===== config.mk =====
export PLATFORM = sky130hd
export DESIGN_NAME = lighthouse_ootx_decoder_flat
export DESIGN_NICKNAME = d
export VERILOG_FILES = /design/src/rtl/lighthouse_ootx_decoder_if.sv /design/src/rtl/lighthouse_ootx_decoder.sv /design/src/flat_wrapper.sv
export SDC_FILE = /design/constraint.sdc
export NUM_CORES = 1
export LEC_CHECK = 0
export CORE_ASPECT_RATIO = 1.1
export CORE_UTILIZATION = 55
export CTS_CLUSTER_SIZE = 30
export DETAILED_ROUTE_END_ITERATION = 6
export MAX_ROUTING_LAYER = met4
export PLACE_DENSITY = 0.74
export SYNTH_ARGS = -nofsm -noshare
export SYNTH_HDL_FRONTEND = slang
export SYNTH_SLANG_ARGS = --single-unit
export TNS_END_PERCENT = 30

===== constraint.sdc =====
create_clock -name clk -period 5.6 [get_ports clk]
set_input_delay 1.12 -clock clk [delete_from_list [all_inputs] [get_ports clk]]
set_output_delay 1.12 -clock clk [all_outputs]
set_load 0.01 [all_outputs]

===== src/rtl/lighthouse_ootx_decoder_if.sv =====
// Bit-stream input and frame/byte outputs of the lighthouse OOTX decoder.
// The master side feeds decoded sweep bits; the slave side is the decoder.
interface lighthouse_ootx_decoder_if;
  logic        bit_strobe;
  logic        bit_data;
  logic [7:0]  byte_data;
  logic        byte_strobe;
  logic        frame_start;
  logic [15:0] frame_len;
  logic        frame_done;
  logic        frame_crc_ok;
  logic        frame_error;

  modport master (
    output bit_strobe, bit_data,
    input  byte_data, byte_strobe, frame_start, frame_len,
    input  frame_done, frame_crc_ok, frame_error
  );

  modport slave (
    input  bit_strobe, bit_data,
    output byte_data, byte_strobe, frame_start, frame_len,
    output frame_done, frame_crc_ok, frame_error
  );
endinterface


===== src/rtl/lighthouse_ootx_decoder.sv =====
// Reassembles the base-station OOTX frame from one-bit-per-sweep data:
// preamble hunt, stuffing-bit removal, length word, payload byte stream and
// CRC32 check. Words are 16 bits MSB first, each followed by a stuffing 1.
module lighthouse_ootx_decoder #(
  parameter int MAX_LEN        = 64,
  parameter int PREAMBLE_ZEROS = 17
) (
  input  logic                      clk,
  input  logic                      reset,
  lighthouse_ootx_decoder_if.slave  bus
);

  localparam int            ZW       = $clog2(PREAMBLE_ZEROS + 1);
  localparam logic [ZW-1:0] ZERO_MAX = ZW'(PREAMBLE_ZEROS);
  localparam logic [ZW-1:0] ZERO_ONE = ZW'(1);
  localparam logic [15:0]   LEN_MAX  = 16'(MAX_LEN);

  typedef enum logic [1:0] {
    HUNT    = 2'd0,
    LEN     = 2'd1,
    PAYLOAD = 2'd2,
    CRC     = 2'd3
  } state_t;

  // Reflected IEEE CRC32 update of one byte, folded LSB first.
  function automatic logic [31:0] crc32_byte(input logic [31:0] crc, input logic [7:0] data);
    logic [31:0] c;
    c = crc ^ {24'h000000, data};
    for (int i = 0; i < 8; i++) begin
      if (c[0]) begin
        c = (c >> 1) ^ 32'hEDB88320;
      end else begin
        c = c >> 1;
      end
    end
    return c;
  endfunction

  state_t        state_r, state_s;
  logic [ZW-1:0] zero_cnt_r, zero_cnt_s;
  logic [4:0]    bit_cnt_r, bit_cnt_s;     // 0..15 data bits, 16 = stuffing bit
  logic [14:0]   shift_r, shift_s;         // previous 15 bits of the current word
  logic [15:0]   byte_idx_r, byte_idx_s;   // payload bytes consumed, pad included
  logic [15:0]   len_r, len_s;
  logic [31:0]   crc_r, crc_s;
  logic [23:0]   rx_r, rx_s;               // first three received CRC bytes
  logic          crc_word_r, crc_word_s;   // second CRC word in progress
  logic          fold_r, fold_s;           // a payload byte waits to be folded
  logic [7:0]    fold_byte_r, fold_byte_s;
  logic [7:0]    byte_data_r, byte_data_s;
  logic          byte_strobe_r, byte_strobe_s;
  logic          frame_start_r, frame_start_s;
  logic          frame_done_r, frame_done_s;
  logic          crc_ok_r, crc_ok_s;
  logic          frame_error_r, frame_error_s;
  logic [7:0]    byte_done_s;
  logic [15:0]   len_word_s;

  // Next-state, counters, CRC folding and output pulses.
  always_comb begin
    state_s       = state_r;
    zero_cnt_s    = zero_cnt_r;
    bit_cnt_s     = bit_cnt_r;
    shift_s       = shift_r;
    byte_idx_s    = byte_idx_r;
    len_s         = len_r;
    rx_s          = rx_r;
    crc_word_s    = crc_word_r;
    fold_s        = 1'b0;
    fold_byte_s   = fold_byte_r;
    byte_data_s   = byte_data_r;
    crc_ok_s      = crc_ok_r;
    byte_strobe_s = 1'b0;
    frame_start_s = 1'b0;
    frame_done_s  = 1'b0;
    frame_error_s = 1'b0;
    byte_done_s   = {shift_r[6:0], bus.bit_data};
    len_word_s    = {byte_done_s, shift_r[14:7]};
    if (fold_r) begin
      crc_s = crc32_byte(crc_r, fold_byte_r);
    end else begin
      crc_s = crc_r;
    end

    if (bus.bit_strobe) begin
      case (state_r)
        HUNT: begin
          if (!bus.bit_data) begin
            if (zero_cnt_r == ZERO_MAX) begin
              zero_cnt_s = zero_cnt_r;
            end else begin
              zero_cnt_s = zero_cnt_r + ZERO_ONE;
            end
          end else if (zero_cnt_r == ZERO_MAX) begin
            state_s    = LEN;
            bit_cnt_s  = 5'd0;
            zero_cnt_s = '0;
          end else begin
            zero_cnt_s = '0;
          end
        end
        LEN, PAYLOAD, CRC: begin
          if (bit_cnt_r == 5'd16) begin
            bit_cnt_s = 5'd0;
            if (!bus.bit_data) begin
              // This zero already counts toward the next preamble.
              frame_error_s = 1'b1;
              state_s       = HUNT;
              zero_cnt_s    = ZERO_ONE;
            end else if ((state_r == PAYLOAD) && (byte_idx_r >= len_r)) begin
              state_s = CRC;
            end else begin
              state_s = state_r;
            end
          end else begin
            shift_s   = {shift_r[13:0], bus.bit_data};
            bit_cnt_s = bit_cnt_r + 5'd1;
            if (bit_cnt_r[2:0] == 3'd7) begin
              case (state_r)
                LEN: begin
                  if (!bit_cnt_r[3]) begin
                    len_s = len_r;
                  end else if (len_word_s > LEN_MAX) begin
                    frame_error_s = 1'b1;
                    state_s       = HUNT;
                    zero_cnt_s    = '0;
                    bit_cnt_s     = 5'd0;
                  end else begin
                    frame_start_s = 1'b1;
                    len_s         = len_word_s;
                    crc_s         = 32'hFFFFFFFF;
                    byte_idx_s    = 16'd0;
                    crc_word_s    = 1'b0;
                    crc_ok_s      = 1'b0;
                    if (len_word_s == 16'd0) begin
                      state_s = CRC;
                    end else begin
                      state_s = PAYLOAD;
                    end
                  end
                end
                PAYLOAD: begin
                  // Bytes past the length are the pad byte: consumed silently.
                  if (byte_idx_r < len_r) begin
                    byte_data_s   = byte_done_s;
                    byte_strobe_s = 1'b1;
                    fold_s        = 1'b1;
                    fold_byte_s   = byte_done_s;
                  end else begin
                    byte_data_s = byte_data_r;
                  end
                  byte_idx_s = byte_idx_r + 16'd1;
                end
                CRC: begin
                  rx_s = {byte_done_s, rx_r[23:8]};
                  if (bit_cnt_r[3] && crc_word_r) begin
                    frame_done_s = 1'b1;
                    crc_ok_s     = ({byte_done_s, rx_r} == ~crc_r);
                    state_s      = HUNT;
                    zero_cnt_s   = '0;
                    bit_cnt_s    = 5'd0;
                  end else if (bit_cnt_r[3]) begin
                    crc_word_s = 1'b1;
                  end else begin
                    crc_word_s = crc_word_r;
                  end
                end
                default: begin
                  state_s = HUNT;
                end
              endcase
            end else begin
              byte_idx_s = byte_idx_r;
            end
          end
        end
        default: begin
          state_s = HUNT;
        end
      endcase
    end else begin
      state_s = state_r;
    end
  end

  // State, datapath and registered outputs.
  always_ff @(posedge clk or posedge reset) begin
    if (reset) begin
      state_r       <= HUNT;
      zero_cnt_r    <= '0;
      bit_cnt_r     <= 5'd0;
      shift_r       <= 15'd0;
      byte_idx_r    <= 16'd0;
      len_r         <= 16'd0;
      crc_r         <= 32'd0;
      rx_r          <= 24'd0;
      crc_word_r    <= 1'b0;
      fold_r        <= 1'b0;
      fold_byte_r   <= 8'd0;
      byte_data_r   <= 8'd0;
      byte_strobe_r <= 1'b0;
      frame_start_r <= 1'b0;
      frame_done_r  <= 1'b0;
      crc_ok_r      <= 1'b0;
      frame_error_r <= 1'b0;
    end else begin
      state_r       <= state_s;
      zero_cnt_r    <= zero_cnt_s;
      bit_cnt_r     <= bit_cnt_s;
      shift_r       <= shift_s;
      byte_idx_r    <= byte_idx_s;
      len_r         <= len_s;
      crc_r         <= crc_s;
      rx_r          <= rx_s;
      crc_word_r    <= crc_word_s;
      fold_r        <= fold_s;
      fold_byte_r   <= fold_byte_s;
      byte_data_r   <= byte_data_s;
      byte_strobe_r <= byte_strobe_s;
      frame_start_r <= frame_start_s;
      frame_done_r  <= frame_done_s;
      crc_ok_r      <= crc_ok_s;
      frame_error_r <= frame_error_s;
    end
  end

  assign bus.byte_data    = byte_data_r;
  assign bus.byte_strobe  = byte_strobe_r;
  assign bus.frame_start  = frame_start_r;
  assign bus.frame_len    = len_r;
  assign bus.frame_done   = frame_done_r;
  assign bus.frame_crc_ok = crc_ok_r;
  assign bus.frame_error  = frame_error_r;

endmodule


===== src/flat_wrapper.sv =====
// flat-port wrapper written by rule: the top's interface ports become plain ports
module lighthouse_ootx_decoder_flat 
#(
  parameter int MAX_LEN        = 64,
  parameter int PREAMBLE_ZEROS = 17
)
  (clk, reset, bus_bit_strobe, bus_bit_data, bus_byte_data, bus_byte_strobe, bus_frame_start, bus_frame_len, bus_frame_done, bus_frame_crc_ok, bus_frame_error);
  lighthouse_ootx_decoder_if bus_i ();
  input  logic clk;
  input  logic reset;
  input wire logic [$bits(bus_i.bit_strobe)-1:0] bus_bit_strobe;
  input wire logic [$bits(bus_i.bit_data)-1:0] bus_bit_data;
  output wire logic [$bits(bus_i.byte_data)-1:0] bus_byte_data;
  output wire logic [$bits(bus_i.byte_strobe)-1:0] bus_byte_strobe;
  output wire logic [$bits(bus_i.frame_start)-1:0] bus_frame_start;
  output wire logic [$bits(bus_i.frame_len)-1:0] bus_frame_len;
  output wire logic [$bits(bus_i.frame_done)-1:0] bus_frame_done;
  output wire logic [$bits(bus_i.frame_crc_ok)-1:0] bus_frame_crc_ok;
  output wire logic [$bits(bus_i.frame_error)-1:0] bus_frame_error;
  assign bus_i.bit_strobe = bus_bit_strobe;
  assign bus_i.bit_data = bus_bit_data;
  assign bus_byte_data = bus_i.byte_data;
  assign bus_byte_strobe = bus_i.byte_strobe;
  assign bus_frame_start = bus_i.frame_start;
  assign bus_frame_len = bus_i.frame_len;
  assign bus_frame_done = bus_i.frame_done;
  assign bus_frame_crc_ok = bus_i.frame_crc_ok;
  assign bus_frame_error = bus_i.frame_error;
  lighthouse_ootx_decoder #(.MAX_LEN(MAX_LEN), .PREAMBLE_ZEROS(PREAMBLE_ZEROS)) u_core (.clk(clk), .reset(reset), .bus(bus_i));
endmodule

==> metrics.md, run 1 <==
| Metric | Value |
|---|---|
| Min Clock Period, post-route | `3.482 ns` |
| Core ar. | `12,190 um^2` |
| CP Launch Type | `input port` |
| Number of gates resized after CTS | `0` |
| Worst vdd ir | `683.0 uV` |
| Vias/cell | `5.741` |
| DRT antenna net count | `0` |
| Min-delay worst type | `flop to flop` |
| Asr flop ratio synth | `100.0%` |
| Final Skew | `0.008102 ns` |
| CP max FO | `33` |
| Starting density of the core | `between 50 and 60%` |
| Placed instance count | `870` |
| Synth Area per Inst | `9.794 um^2` |
| Skew-Pair Late Insertion Delay | `0.43 ns` |
| Setup TNS | `0 ns` |
| Overall global routing resource usage | `between 20% and 30%` |
| Drt pass-1 iters | `5` |
| Sequential area share after synthesis | `approximately 46%` |
| Die H | `between 100 and 150 um` |
| Via count | `5,178` |
| Final hold vios | `0` |
| Post-Route WL | `~15,000 um` |
| Worst EP required | `5.96 ns` |
| Post-synth top cells | `nand2_1, dfrtp_1, xnor2_1, o21ai_0, nor2_1` |
| Critical path class | `input port to flop` |
| Design area | `8016 um^2` |
| Area post-placement | `7376 um^2` |
| Longest Clk Path Bufs | `2` |
| Cells after Synth | `709` |
| Setup violators final | `0` |
| Syn-to-layout area delta | `15.44%` |
| RSZ-0062 raised after global routing | `no` |
| Mapped cell area | `6944 um^2` |
| Drt drc | `0` |
| Vias in the first global route | `between 5,000 and 6,000` |
| Initial DRC count | `350` |
| Dpl hpwl | `10,650 um` |
| Yosys warning count | `0` |
| Input/output buffers | `32` |
| Cell area power density | `between 600 and 700 nW/um^2` |
| Layout Utilization | `65.75%` |
| First-pass GRT wire length | `25,990 um` |
| Row count | `between 40 and 50` |
| H-tree levels | `4` |
| Leading area contributor after synthesis | `dfrtp_1` |
| Ports | `33` |
| Synth Flop Type | `dfrtp_1` |
| Layout cells sized above 1 | `between 10 and 15%` |
| Die ar. | `13,080 um^2` |
| CP arrival | `3.85 ns` |
| Peak Freq | `~290 MHz` |
| Grt total ovfl | `0` |
| Synth top area cells | `dfrtp_1, xnor2_1, nand2_1` |
| Leakage | `0.003563 uW` |
| Antenna Cells | `0` |
| Slew Viols, Final | `0` |
| Clk root buf | `clkbuf_16` |
| Post-route insts no fill | `902` |
| Slew @ Worst Pin | `1.103 ns` |
| Chip width | `109.1 um` |
| Top-count cell post-synth | `nand2_1` |
| Post-synth EDFFs | `0` |
| CTS Buf Count | `17` |
| Initial antenna violation count | `0` |
| CTS tree | `done` |
| # clock sinks | `approximately 130` |
| Routed wire per std cell | `16.97 um` |
| Post-CTS Setup Inserts | `0` |
| Worst setup EP type | `flop` |
| Yosys top cell area share | `a little under half` |
| Clock-pin transition on the worst setup and hold timing paths | `roughly 0.06 ns` |
| Synth cell types | `between 40 and 50` |
| Fin Hold WS | `0.4724 ns` |
| Post-layout nets | `761` |
| GPL Wtd Cong | `~0.89` |
| Rel. slew slack | `26.44%` |
| Syn Nets | `735` |
| Number of synthesized register bits | `129` |
| Status | `complete, no violations` |
| Hold Buf Count CTS | `0` |
| Largest net degree at the start of global routing | `between 80 and 90` |
| Final period util | `62.18%` |
| Max cap viols | `0` |
==> path summary, 6_finish.rpt <==
check | from | end | slack (ns) | cells after the start
max in group asynchronous | reset | u_core.rx_r[13] | 3.38 | 3
max reg2reg | u_core.bit_cnt_r[0] | u_core.crc_r[20] | 2.54 | 7
min in group asynchronous | reset | u_core.rx_r[2] | 1.28 | 2
min reg2reg | u_core.byte_idx_r[15] | u_core.byte_idx_r[15] | 0.47 | 1
max | bus_bit_strobe | u_core.crc_r[23] | 2.12 | 5
min | u_core.byte_idx_r[15] | u_core.byte_idx_r[15] | 0.47 | 1
==> cells in the final DEF, fill, tap and decap left out, drive strengths merged, types with 2 or more instances in the layout <==
cell type	Yosys	layout
o31ai	5	5
a31oi	9	9
dfrtp	129	129
nand2	140	140
a21o	9	9
nand2b	4	4
nor4	9	9
clkbuf	21	24
mux2	33	33
clkdlybuf4s50	0	32
a21oi	15	15
or3	2	2
nor3	4	4
o21ai	64	64
buf	8	4
and2	3	3
xnor2	79	79
nor2b	3	3
nand4	13	13
nand3	18	18
and3	7	7
inv	23	24
xor2	22	22
mux2i	4	4
or2	3	3
nor2	39	39
a21boi	4	4
clkinvlp	0	2
ha	22	22
bufinv	0	4
==> metrics by stage <==
stage	worst slack, ns	power [uW]
2_1_floorplan	1.039	3144
3_3_place_gp	1.778	3550
3_5_place_dp	1.717	3587
4_1_cts	2.172	4820
5_1_grt	1.876	5099
6_report	2.118	4812
==> layout make-up <==
cell class,instances,area [um^2]
fillers,989,4175
multi-input cells,528,3516
flip-flops and latches,129,3228
clock buffers,24,491.7
repair buffers,36,350.3
well taps,154,192.7
clock inverters,8,148.9
inverters,23,88.84
==> per-layer routing <==
layer	global-route usage, %	up-vias	share of wire [%]
met4	9.966	0	2.2
met2	43.36	117	50
met5	-	-	0
met3	5.378	25	3.7
met1	33.86	2579	44
li1	-	2457	-
==> power by group <==
group / internal, uW / switching [uW] / total (uW)
Sequential: 1130 / 287 / 1420
Combinational: 1050 / 1140 / 2200
Clock: 793 / 406 / 1200
Total: 2980 / 1830 / 4810
==> state kept, by name, summed over array words and instances, names as in the netlist, 2 cells and up <==
register,flops
u_core.state_r,2
u_core.shift_r,15
u_core.zero_cnt_r,5
u_core.crc_r,32
u_core.bus.frame_len,16
u_core.bit_cnt_r,5
u_core.fold_byte_r,8
u_core.byte_idx_r,16
u_core.rx_r,24
==> cell families (layout without fill, tap and decap cells) <==
kind of cell,Yosys count,count (layout),share of synthesized area (%)
fa+ha+maj,22,22,3.964
simple gates,248,248,15.62
mux,37,37,5.928
buf+inv,52,91,2.919
compound gates,119,119,10.27
flops,129,129,46.49
xor+xnor,102,102,14.81
==> worst max-delay path: stages <==
cell and delay, ns:
clkdlybuf4s50_1 0.75, nand3_1 0.60, or3_1 0.98, a21boi_0 0.30, nand2_1 0.09
Power figures use the tool's default switching activity.
==> inputs of run 2 (changes only) <==
Settings changed: PLACE_DENSITY 0.74 to 0.77.
Clock period 5.6 ns to 2.9 ns, I/O delays scaled along.
==> metrics.md, run 2 (same netlist as run 1, synthesis figures left out) <==
| Metric | Value |
|---|---|
| Status | `complete, no violations` |
| Ports | `33 (unchanged)` |
| CP max FO | `9 (-73%)` |
| Comb power frac | `46.8% (+1.2 points)` |
| Pre-CTS setup slack | `0.1447 ns (-1.572 ns)` |
| GPL Wtd Cong | `0.9283 (+4.7%)` |
| CP Launch Type | `flop` |
| Routed wire per std cell | `17.20 um (+1.3%)` |
| Worst setup margin | `0.4224 ns (-1.696 ns)` |
| Syn-to-layout area delta | `16.47%` |
| Layout cells sized above 1 | `13.12% (+1.9 points)` |
| Commonest non-fill, non-tap cell in the layout | `nand2_1` |
| Via count | `5,266 (+1.7%)` |
| Chip width | `109.1 um (unchanged)` |
| Setup TNS | `0 ns (unchanged)` |
| Drt drc | `0 (unchanged)` |
| Leakage | `0.003613 uW (+1.4%)` |
| Layout Utilization | `66.34% (+0.58 points)` |
| Final hold vios | `0 (unchanged)` |
| Post-CTS Setup Inserts | `0 (unchanged)` |
| Largest net degree at the start of global routing | `130 (+60%)` |
| Initial antenna violation count | `0 (unchanged)` |
| Hold Buf Count CTS | `0 (unchanged)` |
| Critical path class | `flop to flop` |
| Post-layout nets | `775 (+1.8%)` |
| Grt total ovfl | `0 (unchanged)` |
| Core ar. | `12,190 um^2 (unchanged)` |
| Hold-critical path depth | `1 (unchanged)` |
| Skew-Pair Late Insertion Delay | `0.43 ns (about the same)` |
| Overall global routing resource usage | `27.71% (+0.64 points)` |
| Sw power | `3561 uW (+94%)` |
| Min-delay worst type | `flop to flop` |
| # clock sinks | `129 (unchanged)` |
| Cell area power density | `1126 nW/um^2 (+88%)` |
| Final period util | `a little under nine tenths` |
| Share of power burned in registers | `30.2% (+0.7 points)` |
| Worst EP required | `3.21 ns (-2.75 ns)` |
| Die ar. | `13,080 um^2 (unchanged)` |
| Longest Clk Path Bufs | `2 (unchanged)` |
| Post-route insts no fill | `916 (+1.6%)` |
| Die H | `119.9 um (unchanged)` |
| Final Skew | `0.01053 ns (+0.002427 ns)` |
| Worst vdd ir | `1458 uV (+110%)` |
| Vias in the first global route | `5,271 (+1.6%)` |
| CP arrival | `2.79 ns (-1.06 ns)` |
| CTS Buf Count | `17 (unchanged)` |
| Reg2reg path depth | `8 (+1)` |
| Hold path startpoint | `u_core.byte_idx_r[15]` |
| Commonest cells after routing, fill and taps aside | `nand2_1, dfrtp_1, xnor2_1, o21ai_0, nor2_1` |
| Regs by FF count | `u_core.crc_r x32, u_core.rx_r x24` |
| RSZ-0062 raised after global routing | `no` |
| H-tree levels | `4 (unchanged)` |
| Clk pwr share | `23.0% (-1.9 points)` |
| Dpl hpwl | `11,030 um (+3.5%)` |
| Clk root buf | `clkbuf_16` |
| Slew @ Worst Pin | `0.7158 ns (-0.3876 ns)` |
| Row count | `42 (unchanged)` |
| Max cap viols | `0 (unchanged)` |
| Largest register FFs | `32 (unchanged)` |
| Vias/cell | `5.749 (+0.15%)` |
| Min Clock Period, post-route | `2.478 ns` |
| Slew Viols, Final | `0 (unchanged)` |
| Clock-pin transition on the worst setup and hold timing paths | `0.06 ns (about the same)` |
| Post-Route WL | `15,760 um (+2.9%)` |
| Number of gates resized after CTS | `0 (unchanged)` |
| Placed instance count | `884 (+1.6%)` |
| Starting density of the core | `56.96% (unchanged)` |
| Most flop-heavy register | `u_core.crc_r` |
| Initial DRC count | `411 (+17%)` |
| Worst Setup SP | `u_core.byte_idx_r[5]` |
| Antenna Cells | `0 (unchanged)` |
| Drt pass-1 iters | `5 (unchanged)` |
| Setup violators final | `0 (unchanged)` |
| DRT antenna net count | `0 (unchanged)` |
| Peak Freq | `403.6 MHz` |
| Worst setup EP type | `flop` |
| Switching Share | `39.08% (+0.95 points)` |
| CTS tree | `done` |
| Critical R2R Launch | `u_core.byte_idx_r[5]` |
| Rel. slew slack | `52.28% (+26 points)` |
| Int Pwr | `5550 uW (+86%)` |
| First-pass GRT wire length | `26,460 um (+1.8%)` |
| Input/output buffers | `32 (unchanged)` |
| Fin Hold WS | `0.4759 ns (+0.003456 ns)` |
run 2: stage by stage:
step                      cell area, um^2  power, uW
after floorplan                      6948       6072
after global placement               7507       6884
after detailed placement             7507       7000
after CTS                            8088       9150
after global routing                 8088       9698
final                                8088       9111
run 2: area by class of cell:
| cell class | count | area (um^2) |
|---|---|---|
| clock inverters | 13 | 137.6 |
| inverters | 23 | 90.09 |
| fillers | 973 | 4104 |
| flip-flops and latches | 129 | 3228 |
| clock buffers | 19 | 442.9 |
| multi-input cells | 528 | 3516 |
| well taps | 154 | 192.7 |
| repair buffers | 50 | 480.5 |
run 2: worst paths after layout:
kind                                    endpoint  slack, ns
max                        u_core.fold_byte_r[6]       0.42
min                        u_core.byte_idx_r[15]       0.48
max reg2reg                u_core.fold_byte_r[6]       0.42
min reg2reg                u_core.byte_idx_r[15]       0.48
max in group asynchronous      u_core.shift_r[0]       1.65
min in group asynchronous   u_core.zero_cnt_r[2]       0.70
run 2: routing by layer:
metal / track usage [%] / part of all wire (%) / up-vias
met2: 45.44 / 52 / 156
met3: 6.192 / 4.9 / 31
li1: - / - / 2476
met1: 32.60 / 41 / 2603
met4: 11.66 / 2.5 / 0
met5: - / 0 / -
run 2: power groups by stage:
stage / registers [uW] / logic (uW) / clock network [uW]
global route: 2810 / 4670 / 2210
detailed placement: 2770 / 4230 / 0
CTS: 2740 / 4280 / 2130
finish: 2750 / 4260 / 2090
floorplan: 2590 / 3490 / 0
global placement: 2740 / 4140 / 0
run 2: critical path: stages (launching register included):
cell and delay (ns):
dfrtp_1 0.43, ha_1 0.31, a21o_1 0.18, a21o_1 0.17
a21oi_1 0.18, o21ai_0 0.19, a211oi_4 0.26, buf_4 0.25
mux2_2 0.36
==> inputs of run 3 (changes only) <==
Settings changed: CORE_UTILIZATION 55 to 28, GPL_TIMING_DRIVEN set to 0, PLACE_DENSITY 0.77 to not set.
==> metrics.md, run 3 (same netlist as run 1, synthesis figures left out) <==
| Metric | Value |
|---|---|
| Status | `finished with violations` |
| Failing checks | `design-rule violations` |
| Most flop-heavy register | `u_core.crc_r` |
| Hold-critical path depth | `1 (unchanged)` |
| Worst setup margin | `0.1976 ns (-0.2248 ns)` |
| WHS Endpoint | `u_core.byte_idx_r[15]` |
| Die ar. | `25,440 um^2 (+94%)` |
| Die H | `167.2 um (+39%)` |
| Cell area power density | `1109 nW/um^2 (-1.6%)` |
| First-pass GRT wire length | `27,180 um (+2.7%)` |
| Min Clock Period, post-route | `2.702 ns (+0.2248 ns)` |
| Overall global routing resource usage | `14.08% (-14 points)` |
| Drt pass-1 iters | `6 (+1)` |
| Antenna Cells | `0 (unchanged)` |
| Rel. slew slack | `46.05% (-6.2 points)` |
| CP arrival | `3.01 ns (+0.22 ns)` |
| Critical R2R Launch | `u_core.state_r[1]` |
| Layout cells sized above 1 | `11.84% (-1.3 points)` |
| Worst Setup SP | `bus_bit_data` |
| CP Launch Type | `input port` |
| Input/output buffers | `32 (unchanged)` |
| R2R setup slack | `0.31 ns (-0.11 ns)` |
| Vias in the first global route | `5,096 (-3.3%)` |
| Largest register FFs | `32 (unchanged)` |
| RSZ-0062 raised after global routing | `no` |
| Setup violators final | `0 (unchanged)` |
| Ports | `33 (unchanged)` |
| WP buf/inv | `1 (unchanged)` |
| Via count | `5,149 (-2.2%)` |
| Largest stage delay, worst path | `0.53 ns (+0.10 ns)` |
| Final Skew | `0.009956 ns (-0.0005732 ns)` |
| Peak Freq | `370.0 MHz (-8.3%)` |
| Slowest CP cell | `clkdlybuf4s50_1` |
| CTS tree | `done` |
| R2r endpoint | `u_core.crc_r[30]` |
| Final hold vios | `0 (unchanged)` |
| Max cap viols | `0 (unchanged)` |
| Met2 global-route usage | `22.52% (-23 points)` |
| # clock sinks | `129 (unchanged)` |
| Starting density of the core | `28.46% (-28 points)` |
| Commonest non-fill, non-tap cell in the layout | `nand2_1` |
| Largest net degree at the start of global routing | `43 (-67%)` |
| H-tree levels | `4 (unchanged)` |
| Regs by FF count | `u_core.crc_r x32, u_core.rx_r x24` |
| Slew @ Worst Pin | `0.8035 ns (+0.08770 ns)` |
| Grt peak-use layer | `met2` |
| Area post-placement | `7724 um^2 (+2.9%)` |
| Cell Chain, Critical Path | `clkdlybuf4s50_1, nor4_1, nand3_1, a21oi_1, nand4_1, a21oi_1, o21ai_0, mux2_2` |
| Hold Buf Count CTS | `0 (unchanged)` |
| Critical path class | `input port to flop` |
| Post-layout nets | `790 (+1.9%)` |
| Reg2reg path depth | `8 (unchanged)` |
| Commonest cells after routing, fill and taps aside | `nand2_1, dfrtp_1, xnor2_1, o21ai_0, nor2_1` |
| Post-Route WL | `16,450 um (+4.4%)` |
| Final period util | `93.19% (+7.8 points)` |
| Clock-pin transition on the worst setup and hold timing paths | `0.05 ns (about the same)` |
| Vias/cell | `4.737 (-18%)` |
| Chip width | `152.2 um (+39%)` |
| Most used cell, CP | `a21oi_1` |
| Row count | `60 (+43%)` |
| Hold path startpoint | `u_core.byte_idx_r[15]` |
| Worst setup EP type | `flop` |
| Worst vdd ir | `674.6 uV (-54%)` |
| M1 GR Usage | `17.90% (-15 points)` |
| Worst path top cell family by delay | `compound AO/OA/AOI/OAI gates` |
| Dpl hpwl | `11,950 um (+8.4%)` |
| Drt drc | `4 (+4)` |
| Leakage | `0.003652 uW (+1.1%)` |
| Routed wire per std cell | `15.13 um (-12%)` |
| Longest Clk Path Bufs | `2 (unchanged)` |
| Worst EP required | `3.20 ns (about the same)` |
| Min-delay worst type | `flop to flop` |
| Fin Hold WS | `0.4856 ns (+0.009789 ns)` |
| CP max FO | `5 (-4)` |
| Initial antenna violation count | `0 (unchanged)` |
| Design area | `8396 um^2 (+3.8%)` |
| Skew-Pair Late Insertion Delay | `0.42 ns (about the same)` |
| DRT antenna net count | `0 (unchanged)` |
| Placed instance count | `1,054 (+19%)` |
| Grt total ovfl | `0 (unchanged)` |
| Core ar. | `24,400 um^2 (+100%)` |
| Syn-to-layout area delta | `20.90%` |
| Post-route insts no fill | `1,087 (+19%)` |
| Clk root buf | `clkbuf_16` |
| Slew Viols, Final | `0 (unchanged)` |
| M3 GR Usage | `3.209% (-3.0 points)` |
| Pre-CTS setup slack | `-0.1990 ns (-0.3438 ns)` |
| GPL Wtd Cong | `0.8825 (-4.9%)` |
| Layout Utilization | `34.41% (-32 points)` |
| CTS Buf Count | `17 (unchanged)` |
| Initial DRC count | `243 (-41%)` |
## run 3: cell count changes in the layout (fill, tap and decap cells not counted), sizes merged
cell,delta
bufinv,+3
buf,-6
inv,-1
clkbuf,+22
clkinvlp,-3
## run 3: how the worst max path moves through the flow
stage | to | slack (ns) | depth (start not counted)
2_1_floorplan | u_core.fold_byte_r[0] | 0.62 | 8
3_3_place_gp | u_core.rx_r[5] | -0.56 | 2
3_5_place_dp | u_core.bus.frame_len[0] | -0.20 | 9
4_1_cts | u_core.fold_byte_r[2] | 0.11 | 7
5_1_grt | u_core.byte_idx_r[7] | 0.03 | 8
6_report | u_core.byte_idx_r[7] | 0.20 | 8
## run 3: routing by layer
layer	wire [um]	part of all wire, %
met1	7787	47
met3	632	3.8
met5	0	0
met2	7855	48
met4	173	1.1
## run 3: final cells by class
class                   count  area, um^2
plain buffers              29       116.4
clock buffers              20       466.7
clock inverters            12       185.2
fillers                  2456       16000
inverters                  23       90.09
multi-input cells         528        3513
flip-flops and latches    129        3228
well taps                 310       387.9
repair buffers             36       407.9
## run 3: power by group
group	total, uW	switching [uW]	internal (uW)
combinational	4200	2140	2060
clock	2380	796	1580
sequential	2730	544	2180
total	9310	3480	5830
## run 3: timing repair
action                                  CTS  global route
hold endpoints to repair                  0             0
setup buffers                             0             1
resized for setup                         0             0
endpoints found under the setup margin    0             8
## run 3: worst register-to-register path, stage by stage (launching register included)
cell	delay, ns
dfrtp_1	0.35
buf_2	0.16
or2_2	0.30
clkbuf_1	0.17
nand3_1	0.29
or3_1	0.17
clkbuf_1	0.25
clkbuf_1	0.54
o21ai_0	0.19
## run 3: through the flow
stage	TNS, ns	power (uW)
after floorplan	0	6072
after global placement	-74.30	6897
after detailed placement	-2.969	6942
after CTS	0	9359
after global routing	0	9907
final	0	9308
